==> src/rtl/ex_stage_reg.sv <==
// ex_stage_reg: D->E pipeline stage register with a valid bit, a selectable PC
// policy on flush, and saturating stall/bubble performance counters.
//
// Ports:
//   clk, reset    clock, synchronous active-high reset
//   stall_i       hold all stage registers
//   flush_i       insert a bubble (wins over stall_i)
//   valid_i       incoming instruction is real
//   payload_i     opaque operand/immediate payload from D
//   a3_i, pc_i    destination register number, instruction PC
//   bd_i          branch delay slot flag
//   cnt_clr_i     clear both performance counters
//   valid_o, payload_o, a3_o, pc_o, bd_o   registered stage contents
//   pc4_o         pc_o + 4 (combinational)
//   stall_cnt_o   saturating count of effective stall cycles
//   bubble_cnt_o  saturating count of flush-inserted bubbles
module ex_stage_reg #(
  parameter int              PAYLOAD_W     = 106,
  parameter int              PC_W          = 32,
  parameter logic [PC_W-1:0] RESET_PC      = 32'h0000_3000,
  parameter int              FLUSH_PC_MODE = 1,
  parameter int              CNT_W         = 16
) (
  input  logic                 clk,
  input  logic                 reset,
  input  logic                 stall_i,
  input  logic                 flush_i,
  input  logic                 valid_i,
  input  logic [PAYLOAD_W-1:0] payload_i,
  input  logic [4:0]           a3_i,
  input  logic [PC_W-1:0]      pc_i,
  input  logic                 bd_i,
  input  logic                 cnt_clr_i,
  output logic                 valid_o,
  output logic [PAYLOAD_W-1:0] payload_o,
  output logic [4:0]           a3_o,
  output logic [PC_W-1:0]      pc_o,
  output logic [PC_W-1:0]      pc4_o,
  output logic                 bd_o,
  output logic [CNT_W-1:0]     stall_cnt_o,
  output logic [CNT_W-1:0]     bubble_cnt_o
);

  localparam logic [CNT_W-1:0] CNT_MAX = '1;
  localparam logic [CNT_W-1:0] CNT_ONE = 1;
  localparam logic [PC_W-1:0]  PC_FOUR = 4;

  logic                 r_valid;
  logic [PAYLOAD_W-1:0] r_payload;
  logic [4:0]           r_a3;
  logic [PC_W-1:0]      r_pc;
  logic                 r_bd;
  logic [CNT_W-1:0]     r_stall_cnt;
  logic [CNT_W-1:0]     r_bubble_cnt;
  logic [PC_W-1:0]      w_flush_pc;
  logic                 w_stall_eff;

  // PC kept on a bubble so exception logic can still report a location.
  // Unknown modes fall back to zero.
  always_comb begin
    w_flush_pc = '0;
    case (FLUSH_PC_MODE)
      1:       w_flush_pc = pc_i;
      2:       w_flush_pc = r_pc;
      default: w_flush_pc = '0;
    endcase
  end

  assign w_stall_eff = stall_i & ~flush_i;

  always_ff @(posedge clk) begin
    if (reset) begin
      r_valid   <= 1'b0;
      r_payload <= '0;
      r_a3      <= '0;
      r_pc      <= RESET_PC;
      r_bd      <= 1'b0;
    end else if (flush_i) begin
      r_valid   <= 1'b0;
      r_payload <= '0;
      r_a3      <= '0;
      r_pc      <= w_flush_pc;
      r_bd      <= bd_i;
    end else if (!stall_i) begin
      r_valid   <= valid_i;
      r_pc      <= pc_i;
      r_bd      <= bd_i;
      // Bubbles carry a zero destination so hazard compares never match them.
      r_payload <= valid_i ? payload_i : '0;
      r_a3      <= valid_i ? a3_i : 5'd0;
    end
  end

  always_ff @(posedge clk) begin
    if (reset || cnt_clr_i) begin
      r_stall_cnt  <= '0;
      r_bubble_cnt <= '0;
    end else begin
      if (w_stall_eff && r_stall_cnt != CNT_MAX)
        r_stall_cnt <= r_stall_cnt + CNT_ONE;
      if (flush_i && r_bubble_cnt != CNT_MAX)
        r_bubble_cnt <= r_bubble_cnt + CNT_ONE;
    end
  end

  assign valid_o      = r_valid;
  assign payload_o    = r_payload;
  assign a3_o         = r_a3;
  assign pc_o         = r_pc;
  assign pc4_o        = r_pc + PC_FOUR;
  assign bd_o         = r_bd;
  assign stall_cnt_o  = r_stall_cnt;
  assign bubble_cnt_o = r_bubble_cnt;

endmodule

==> config.mk <==
export PLATFORM = sky130hd
export DESIGN_NAME = ex_stage_reg
export DESIGN_NICKNAME = d
export VERILOG_FILES = /design/src/rtl/ex_stage_reg.sv
export SDC_FILE = /design/constraint.sdc
export NUM_CORES = 1
export LEC_CHECK = 0
export BUFFER_PORTS_ARGS = -buffer_cell sky130_fd_sc_hd__buf_2
export CELL_PAD_IN_SITES_DETAIL_PLACEMENT = 0
export CELL_PAD_IN_SITES_GLOBAL_PLACEMENT = 2
export CORE_MARGIN = 1
export CORE_UTILIZATION = 27
export CTS_BUF_LIST = sky130_fd_sc_hd__clkbuf_16
export CTS_CLUSTER_DIAMETER = 200
export DETAILED_ROUTE_END_ITERATION = 16
export PLACE_DENSITY_LB_ADDON = 0.3
export SKIP_CTS_REPAIR_TIMING = 1
export SYNTH_ARGS = -nofsm -noshare
export SYNTH_HDL_FRONTEND = slang
export SYNTH_SLANG_ARGS = --single-unit
==> constraint.sdc <==
create_clock -name clk -period 2.75 [get_ports clk]
set_input_delay 0.275 -clock clk [delete_from_list [all_inputs] [get_ports clk]]
set_output_delay 0.275 -clock clk [all_outputs]
set_load 0.05 [all_outputs]
==> impl_metrics.ini, run 1 <==
[outcome]
run_status = finished, final reports clean

[placement]
port_buffers = 358
place_hpwl_mm = 16.8
place_congestion = 0.770

[timing]
hold_ws_ps = 50.7
hold_viol = 0
rsz0062_at_grt = false
finalClockSkew_ps = 12.2
setup-violations-final = 0
setup_tns_ps = 0
period_needed_ps = 2470
fin_crit_sh = 0.898
slew_violations = 0
max_freq_mhz = 405
worst_pin_slew_ps = 712
slew-limit-headroom = 0.521

[setup_path]
start_kind = register
cp.depth = 6
critPathKind = reg2out
path_common_cell = nand4_1
required_ps = 2480
critPathTopFamily = simple AND/OR/NAND/NOR gates
arrival_ps = 2190
crit_slowest_cell = dfxtp_1
max_stage_delay_ps = 440
path_max_fanout = 7
critPathBufInv = 2
critical_path.cell_chain = nand4_1, nor4_2, buf_4, nand4_1, xnor2_2, buf_2
reg2reg_depth = 5
crit_path_end_kind = output port

[logic_synthesis]
synthArstFlopShare = 0
avgSynthCellArea_um2 = 8.80
synth.top_cells.by_area = dfxtp_1 51%, a22oi_1 12%, nor2_1 6.8%
synth_edf_count = 0
synth_area_leader_cell = dfxtp_1
synthDistinctLibCells = 46
synth_seq_cells = 177
synth_top_area_frac = 0.506
syn_area_mm2 = 0.00700
syn-num-nets = 948
ys.flop_type = dfxtp_1
yosysSeqAreaShare = 0.506
syn_inst = 795
yosysWarnings = 0

[hold_path]
min_path_cells = 3
hold_path_class = in2reg

[power]
irDropWorstVdd_mv = 0.318
cellLeakagePower_uw = 0.00450
seq_power_share = 0.456
p_per_area_mw_per_mm2 = 604
swShare = 0.309
switchingPower_uw = 1830
clkPwrFrac = 0.403
combPwrFrac = 0.141
internal_power_uw = 4070

[die]
placementRows = 58
die_h_um = 163
die_w_um = 163
dieArea_mm2 = 0.0266
core_area_mm2 = 0.0253
start_util = 0.276
io_pins = 359

[detailed_routing]
drtIter0Drc = 406
dr_total_vias = 7018
viasPerCell = 4.78
ant_nets = 0
wirelength_mm = 23.8
drt_first_pass_iters = 4
wl_per_cell_um = 16.2
drc = 0

[cts]
htree_num_levels = 4
root_buffer = clkbuf_16
cts_tree = built
cts_buffers = 17
clkTransAtPathRegs_ps = 80
clk_latency_ps = 430
clock_path_buffers = 2
cts_num_sinks = 177

[global_routing]
grt_max_degree = 113
grt_overflow_total = 0
grt_pass1_wl_mm = 36.6
antenna_found_initial = 2
track_usage = 0.176
grt_pass1_vias = 6468

[final_layout]
syn2layout_area_growth_pct = 39.6
drive_gt1_frac = 0.379
fin_nets = 1278
final_cell_mix = 357 x buf_2, 177 x dfxtp_1, 126 x nor2_1, 111 x a22oi_1, 92 x nand2_1
layout_commonest_cell = buf_2

[run]
drv_cap = 0
worst reg2reg max path, cell delays in order, from the launching register on:
cell and delay, ps:
dfxtp_1 410, ha_1 300, nand3b_1 160, or3_1 440
or4_1 530, a21oi_1 140
synthesized netlist by cell type (3+ instances only):
library cell / n
o41ai_1: 5
or2_2: 3
o211ai_1: 5
nand4_1: 19
and4_1: 7
dfxtp_1: 177
o311ai_0: 5
a31oi_1: 4
clkbuf_8: 3
nor3_1: 4
nor4_1: 3
nor2_1: 126
nand3_1: 20
nand3b_1: 3
o21ai_0: 14
a21oi_1: 45
a22oi_1: 111
xor2_1: 8
inv_1: 6
buf_1: 5
xnor2_1: 22
clkbuf_1: 49
o31ai_1: 6
or3_1: 16
nand2_1: 92
and3_1: 7
ha_1: 3
through the flow:
step	util	setup WS (ps)	instances	cell area [um2]	total power (uW)
after floorplan	-	37.1	795	7110	3310
after global placement	0.363	740	1436	9200	3590
after CTS	0.386	237	1467	9770	6000
final	0.386	281	1468	9770	5900
after detailed placement	0.363	703	1436	9200	3590
after global routing	0.386	107	1467	9770	6160
cells by family after synthesis:
kind of cell,share of synthesized area
buf+inv,0.0409
compound gates,0.198
mux,0.00286
flops,0.506
simple gates,0.209
xor+xnor,0.0375
fa+ha+maj,0.00536
power by group through the flow:
| stage | Clock, uW | Combinational, uW | Sequential, uW |
|---|---|---|---|
| after global placement | 0 | 839 | 2750 |
| after detailed placement | 0 | 841 | 2750 |
| after global routing | 2570 | 886 | 2700 |
| final | 2380 | 830 | 2690 |
| after floorplan | 0 | 346 | 2970 |
| after CTS | 2470 | 842 | 2690 |
registers in the layout, indices dropped and copies added (netlist names):
| register | flops |
|---|---|
| valid_o | 1 |
| payload_o | 106 |
| bubble_cnt_o | 16 |
| bd_o | 1 |
| a3_o | 5 |
| pc_o | 32 |
| stall_cnt_o | 16 |
final timing paths:
check                          to            from  slack (ps)
setup / recovery        pc4_o[19]        pc_o[10]         280
hold / removal           pc_o[12]        pc_i[12]          50
setup reg to reg  stall_cnt_o[14]  stall_cnt_o[0]         700
hold reg to reg              bd_o            bd_o         450
per-layer routing:
| layer | wire (um) | global-route usage |
|---|---|---|
| met5 | 0 | 0 |
| met4 | 254 | 0.0446 |
| met1 | 10500 | 0.224 |
| met2 | 11200 | 0.285 |
| met3 | 1850 | 0.0560 |
area by class of cell:
cell class              count  area (um2)
repair buffers            371        1930
diodes                      1        2.50
well taps                 330         413
inverters                   6        22.5
flip-flops and latches    177        3540
clock inverters            14         144
clock buffers              17         425
multi-input cells         552        3290
fillers                  2686       15600
(Power assumes the default switching activity.)
==> run 2, diff against run 1 <==
==> constraint.sdc (replaced) <==
create_clock -name clk -period 2.75 [get_ports clk]
set_input_delay 0.275 -clock clk [delete_from_list [all_inputs] [get_ports clk]]
set_output_delay 0.275 -clock clk [all_outputs]
set_load 0.01 [all_outputs]
==> run 2 against run 1 <==
Sequential share of layout area is 0.28 points higher; final area is 0.77% lower; first-iteration DRC count decreased by 25%; count of clock-buffer cells in the layout stayed put; largest cell class unchanged; largest power group unchanged.
==> impl_metrics.ini, run 2 (same netlist as run 1, synthesis figures left out) <==
[outcome]
run_status = finished, final reports clean

[placement]
pre_cts_ws_ps = 756
port_buffers = 358
place_hpwl_mm = 16.9
place_congestion = 0.808

[cts]
clk_latency_ps = 430
cts_num_sinks = 177
root_buffer = clkbuf_16
clkTransAtPathRegs_ps = 80
cts_tree = built
cts_buffers = 17
htree_num_levels = 4
clock_path_buffers = 2

[die]
start_util = 0.276
die_w_um = 163
placementRows = 58
core_area_mm2 = 0.0253
die_h_um = 163
dieArea_mm2 = 0.0266
io_pins = 359

[timing]
finalClockSkew_ps = 13.6
fin_crit_sh = 0.862
hold_viol = 0
rsz0062_at_grt = false
setup_tns_ps = 0
worst_slack_ps = 380
slew-limit-headroom = 0.347
period_needed_ps = 2370
hold_ws_ps = 50.2
worst_pin_slew_ps = 979
setup-violations-final = 0
slew_violations = 0
max_freq_mhz = 422

[setup_path]
start_kind = register
path_max_fanout = 8
critPathKind = reg2out
crit_path_end_kind = output port
arrival_ps = 2100
required_ps = 2480

[power]
p_total_uw = 5670
p_per_area_mw_per_mm2 = 584
irDropWorstVdd_mv = 0.342
combPwrFrac = 0.095
swShare = 0.278
clkPwrFrac = 0.431
seq_power_share = 0.474
switchingPower_uw = 1580
cellLeakagePower_uw = 0.00440
internal_power_uw = 4090

[global_routing]
grt_pass1_wl_mm = 35.9
grt_overflow_total = 0
grt_busiest_layer = met2
use_met3 = 0.0609
track_usage = 0.173
antenna_found_initial = 1
grt_pass1_vias = 6448
gr-usage-met1 = 0.215
grt_max_degree = 89
grtUsageMet2 = 0.282

[detailed_routing]
viasPerCell = 4.78
drt_first_pass_iters = 5
dr_total_vias = 7030
wl_per_cell_um = 16.1
wirelength_mm = 23.6
drtIter0Drc = 304
ant_nets = 0
drc = 0

[final_layout]
fin_nets = 1280
layout_commonest_cell = buf_2
final_cell_mix = 357 x buf_2, 177 x dfxtp_1, 126 x nor2_1, 111 x a22oi_1, 92 x nand2_1
drive_gt1_frac = 0.367
largest_reg_flops = 106
fillCellCount = 2699
syn2layout_area_growth_pct = 38.6

[hold_path]
hold_path_class = in2reg

[run]
drv_cap = 0
==> run 2: changes by cell type in the layout (fill, tap and decap cells not counted), sizes merged <==
cell      change
clkinv        -4
buf           +2
inv           +4
clkinvlp      +1
==> run 2: through the flow <==
stage | std cells | area [um2] | util
2_1_floorplan | 795 | 7000 | -
5_1_grt | 1471 | 9700 | 0.383
6_report | 1471 | 9700 | 0.383
3_5_place_dp | 1438 | 9100 | 0.360
4_1_cts | 1470 | 9700 | 0.383
3_3_place_gp | 1438 | 9100 | 0.360
==> run 2: worst paths after layout <==
path / startpoint / cells past startpoint / slack, ps / endpoint
hold reg to reg: bd_o / 2 / 450 / bd_o
setup reg to reg: stall_cnt_o[1] / 5 / 720 / stall_cnt_o[14]
hold / removal: pc_i[13] / 3 / 50 / pc_o[13]
setup / recovery: pc_o[10] / 6 / 380 / pc4_o[30]
==> run 2: per-layer routing <==
metal	wire length, um	share of wire
met1	10200	0.43
met4	250	0.011
met5	0	0
met2	11200	0.47
met3	2020	0.085
==> run 2: critical path, cell delays in order (launching register included) <==
cell     delay (ps)
dfxtp_1         470
nand4_1         240
nor4_2          330
buf_4           210
nand3_1         100
xnor2_1         160
buf_2           150
==> run 2: power by group through the flow <==
| stage | Combinational [uW] | Sequential, uW | Clock (uW) |
|---|---|---|---|
| final | 537 | 2690 | 2440 |
| after global routing | 595 | 2700 | 2630 |
| after CTS | 547 | 2690 | 2520 |
| after detailed placement | 546 | 2750 | 0 |
| after global placement | 545 | 2750 | 0 |
| after floorplan | 246 | 2770 | 0 |
==> run 2: cell type report <==
cell class / instances / area, um2 / area share
timing repair buffer: 373 / 1940 / 0.200
clock inverter: 15 / 165 / 0.0170
tap: 330 / 413 / 0.0426
inverter: 6 / 22.5 / 0.00232
multi-input combinational: 552 / 3180 / 0.328
antenna: 1 / 2.50 / 0.000258
clock buffer: 17 / 425 / 0.0439
sequential: 177 / 3540 / 0.365
==> run 3, diff against run 2 <==
==> constraint.sdc (replaced) <==
create_clock -name clk -period 2.75 [get_ports clk]
set_input_delay 0.55 -clock clk [delete_from_list [all_inputs] [get_ports clk]]
set_output_delay 0.55 -clock clk [all_outputs]
set_load 0.01 [all_outputs]
==> run 3 against run 2 <==
Power hardly changed; highest routed layer unchanged; wire length grew 1.8%; combinational power is essentially flat.
==> impl_metrics.ini, run 3 (same netlist as run 1, synthesis figures left out) <==
[die]
io_pins = 359
core_area_mm2 = 0.0253
placementRows = 58
start_util = 0.276
die_h_um = 163
die_w_um = 163
dieArea_mm2 = 0.0266

[hold_path]
min_path_cells = 3
hold_path_class = in2reg
min_to = pc_o[13]
worstHoldStart = pc_i[13]

[final_layout]
finalInstanceArea_mm2 = 0.00969
seq_area_mm2 = 0.00355
fin_nets = 1278
fin_util = 0.383
layout_commonest_cell = buf_2
fin_cells = 1470
drive_gt1_frac = 0.373
final_cell_mix = 357 x buf_2, 172 x dfxtp_1, 126 x nor2_1, 111 x a22oi_1, 92 x nand2_1
largest_reg_flops = 106
syn2layout_area_growth_pct = 38.5
multi_input_area_mm2 = 0.00320
fillCellCount = 2693

[setup_path]
r2r_start = stall_cnt_o[0]
critPathBufInv = 2
worst_r2r_endpoint = stall_cnt_o[14]
required_ps = 2200
reg2reg_depth = 5
max_stage_delay_ps = 440
start_kind = register
crit_path_end_kind = output port
path_max_fanout = 7
regToRegSetupSlack_ps = 650
critical_path.cell_chain = nand4_1, nor4_2, buf_4, nand3_1, xnor2_1, buf_2
critPathKind = reg2out
critPathTopFamily = simple AND/OR/NAND/NOR gates
crit_slowest_cell = dfxtp_1
arrival_ps = 2020

[detailed_routing]
wl_met1_mm = 10.4
drc = 0
dr_total_vias = 7104
drt_first_pass_iters = 5
wl_per_cell_um = 16.4
routed.top_layer = met4
wl_met2_mm = 11.4
drtIter0Drc = 483
viasPerCell = 4.83
wl_met3_mm = 1.98
wirelength_mm = 24.1
ant_nets = 0

[power]
cellLeakagePower_uw = 0.00439
p_per_area_mw_per_mm2 = 585
irDropWorstVdd_mv = 0.317

[timing]
max_freq_mhz = 389
rsz0062_at_grt = false
worst_pin_slew_ps = 913
setup-violations-final = 0
slew_violations = 0
fin_crit_sh = 0.934
worst_slack_ps = 182
period_needed_ps = 2570
hold_viol = 0
finalClockSkew_ps = 13.1
setup_tns_ps = 0
slew-limit-headroom = 0.391

[placement]
place_congestion = 0.803
dp.cells = 1436
port_buffers = 358
place_hpwl_mm = 16.8
pre_cts_ws_ps = 554
placed_area_mm2 = 0.00908

[cts]
cts_buffers = 17
htree_num_levels = 4
clock_path_buffers = 2
clk_latency_ps = 420
cts_num_sinks = 177
clkTransAtPathRegs_ps = 80
root_buffer = clkbuf_16
cts_tree = built

[global_routing]
grt_pass1_vias = 6780
antenna_found_initial = 2
grt_overflow_total = 0
grt_pass1_wl_mm = 37.1
track_usage = 0.177
grt_max_degree = 113

[run]
drv_cap = 0

[outcome]
run_status = finished, final reports clean
==> run 3: cell types whose count changed in the layout (fill, tap and decap cells not counted), sizes merged <==
cell,before,now
buf,373,371
diode,1,2
==> run 3: metal layers <==
layer  GRT usage  vias up
li1            -     3510
met1       0.220     3322
met2       0.287      253
met3      0.0616       19
met4      0.0531        0
met5           0        -
==> run 3: area by class of cell <==
| cell class | count | share of cell area |
|---|---|---|
| sequential | 177 | 0.366 |
| tap | 330 | 0.0426 |
| clock buffer | 17 | 0.0439 |
| inverter | 6 | 0.00232 |
| antenna | 2 | 0.000516 |
| clock inverter | 15 | 0.0165 |
| timing repair buffer | 371 | 0.198 |
| multi-input combinational | 552 | 0.330 |
==> run 3: report_power, final <==
group	switching [uW]	internal (uW)	total, uW
Combinational	304	234	538
Sequential	62.5	2630	2690
Clock	1210	1220	2440
Total	1580	4080	5670
==> run 3: metrics by stage <==
step | power, uW | hold WS, ps
after detailed placement | 3290 | 457
after global placement | 3290 | 446
after floorplan | 3010 | 476
final | 5670 | 332
after CTS | 5770 | 306
after global routing | 5940 | 311
==> run 3: how the worst max path moves through the flow <==
stage,start,endpoint,slack [ps],depth (start not counted)
floorplan,pc_o[9],pc4_o[29],380,4
global placement,pc_o[10],pc4_o[21],580,6
detailed placement,pc_o[2],pc4_o[30],550,7
CTS,pc_o[2],pc4_o[30],70,7
global route,pc_o[5],pc4_o[21],4,6
finish,pc_o[5],pc4_o[21],180,6
==> run 3: tightest hold or removal path: cells and delay by family <==
family                 cells  cell delay [ps]
buffers and inverters      1               80
AND/OR/NAND/NOR            2              100
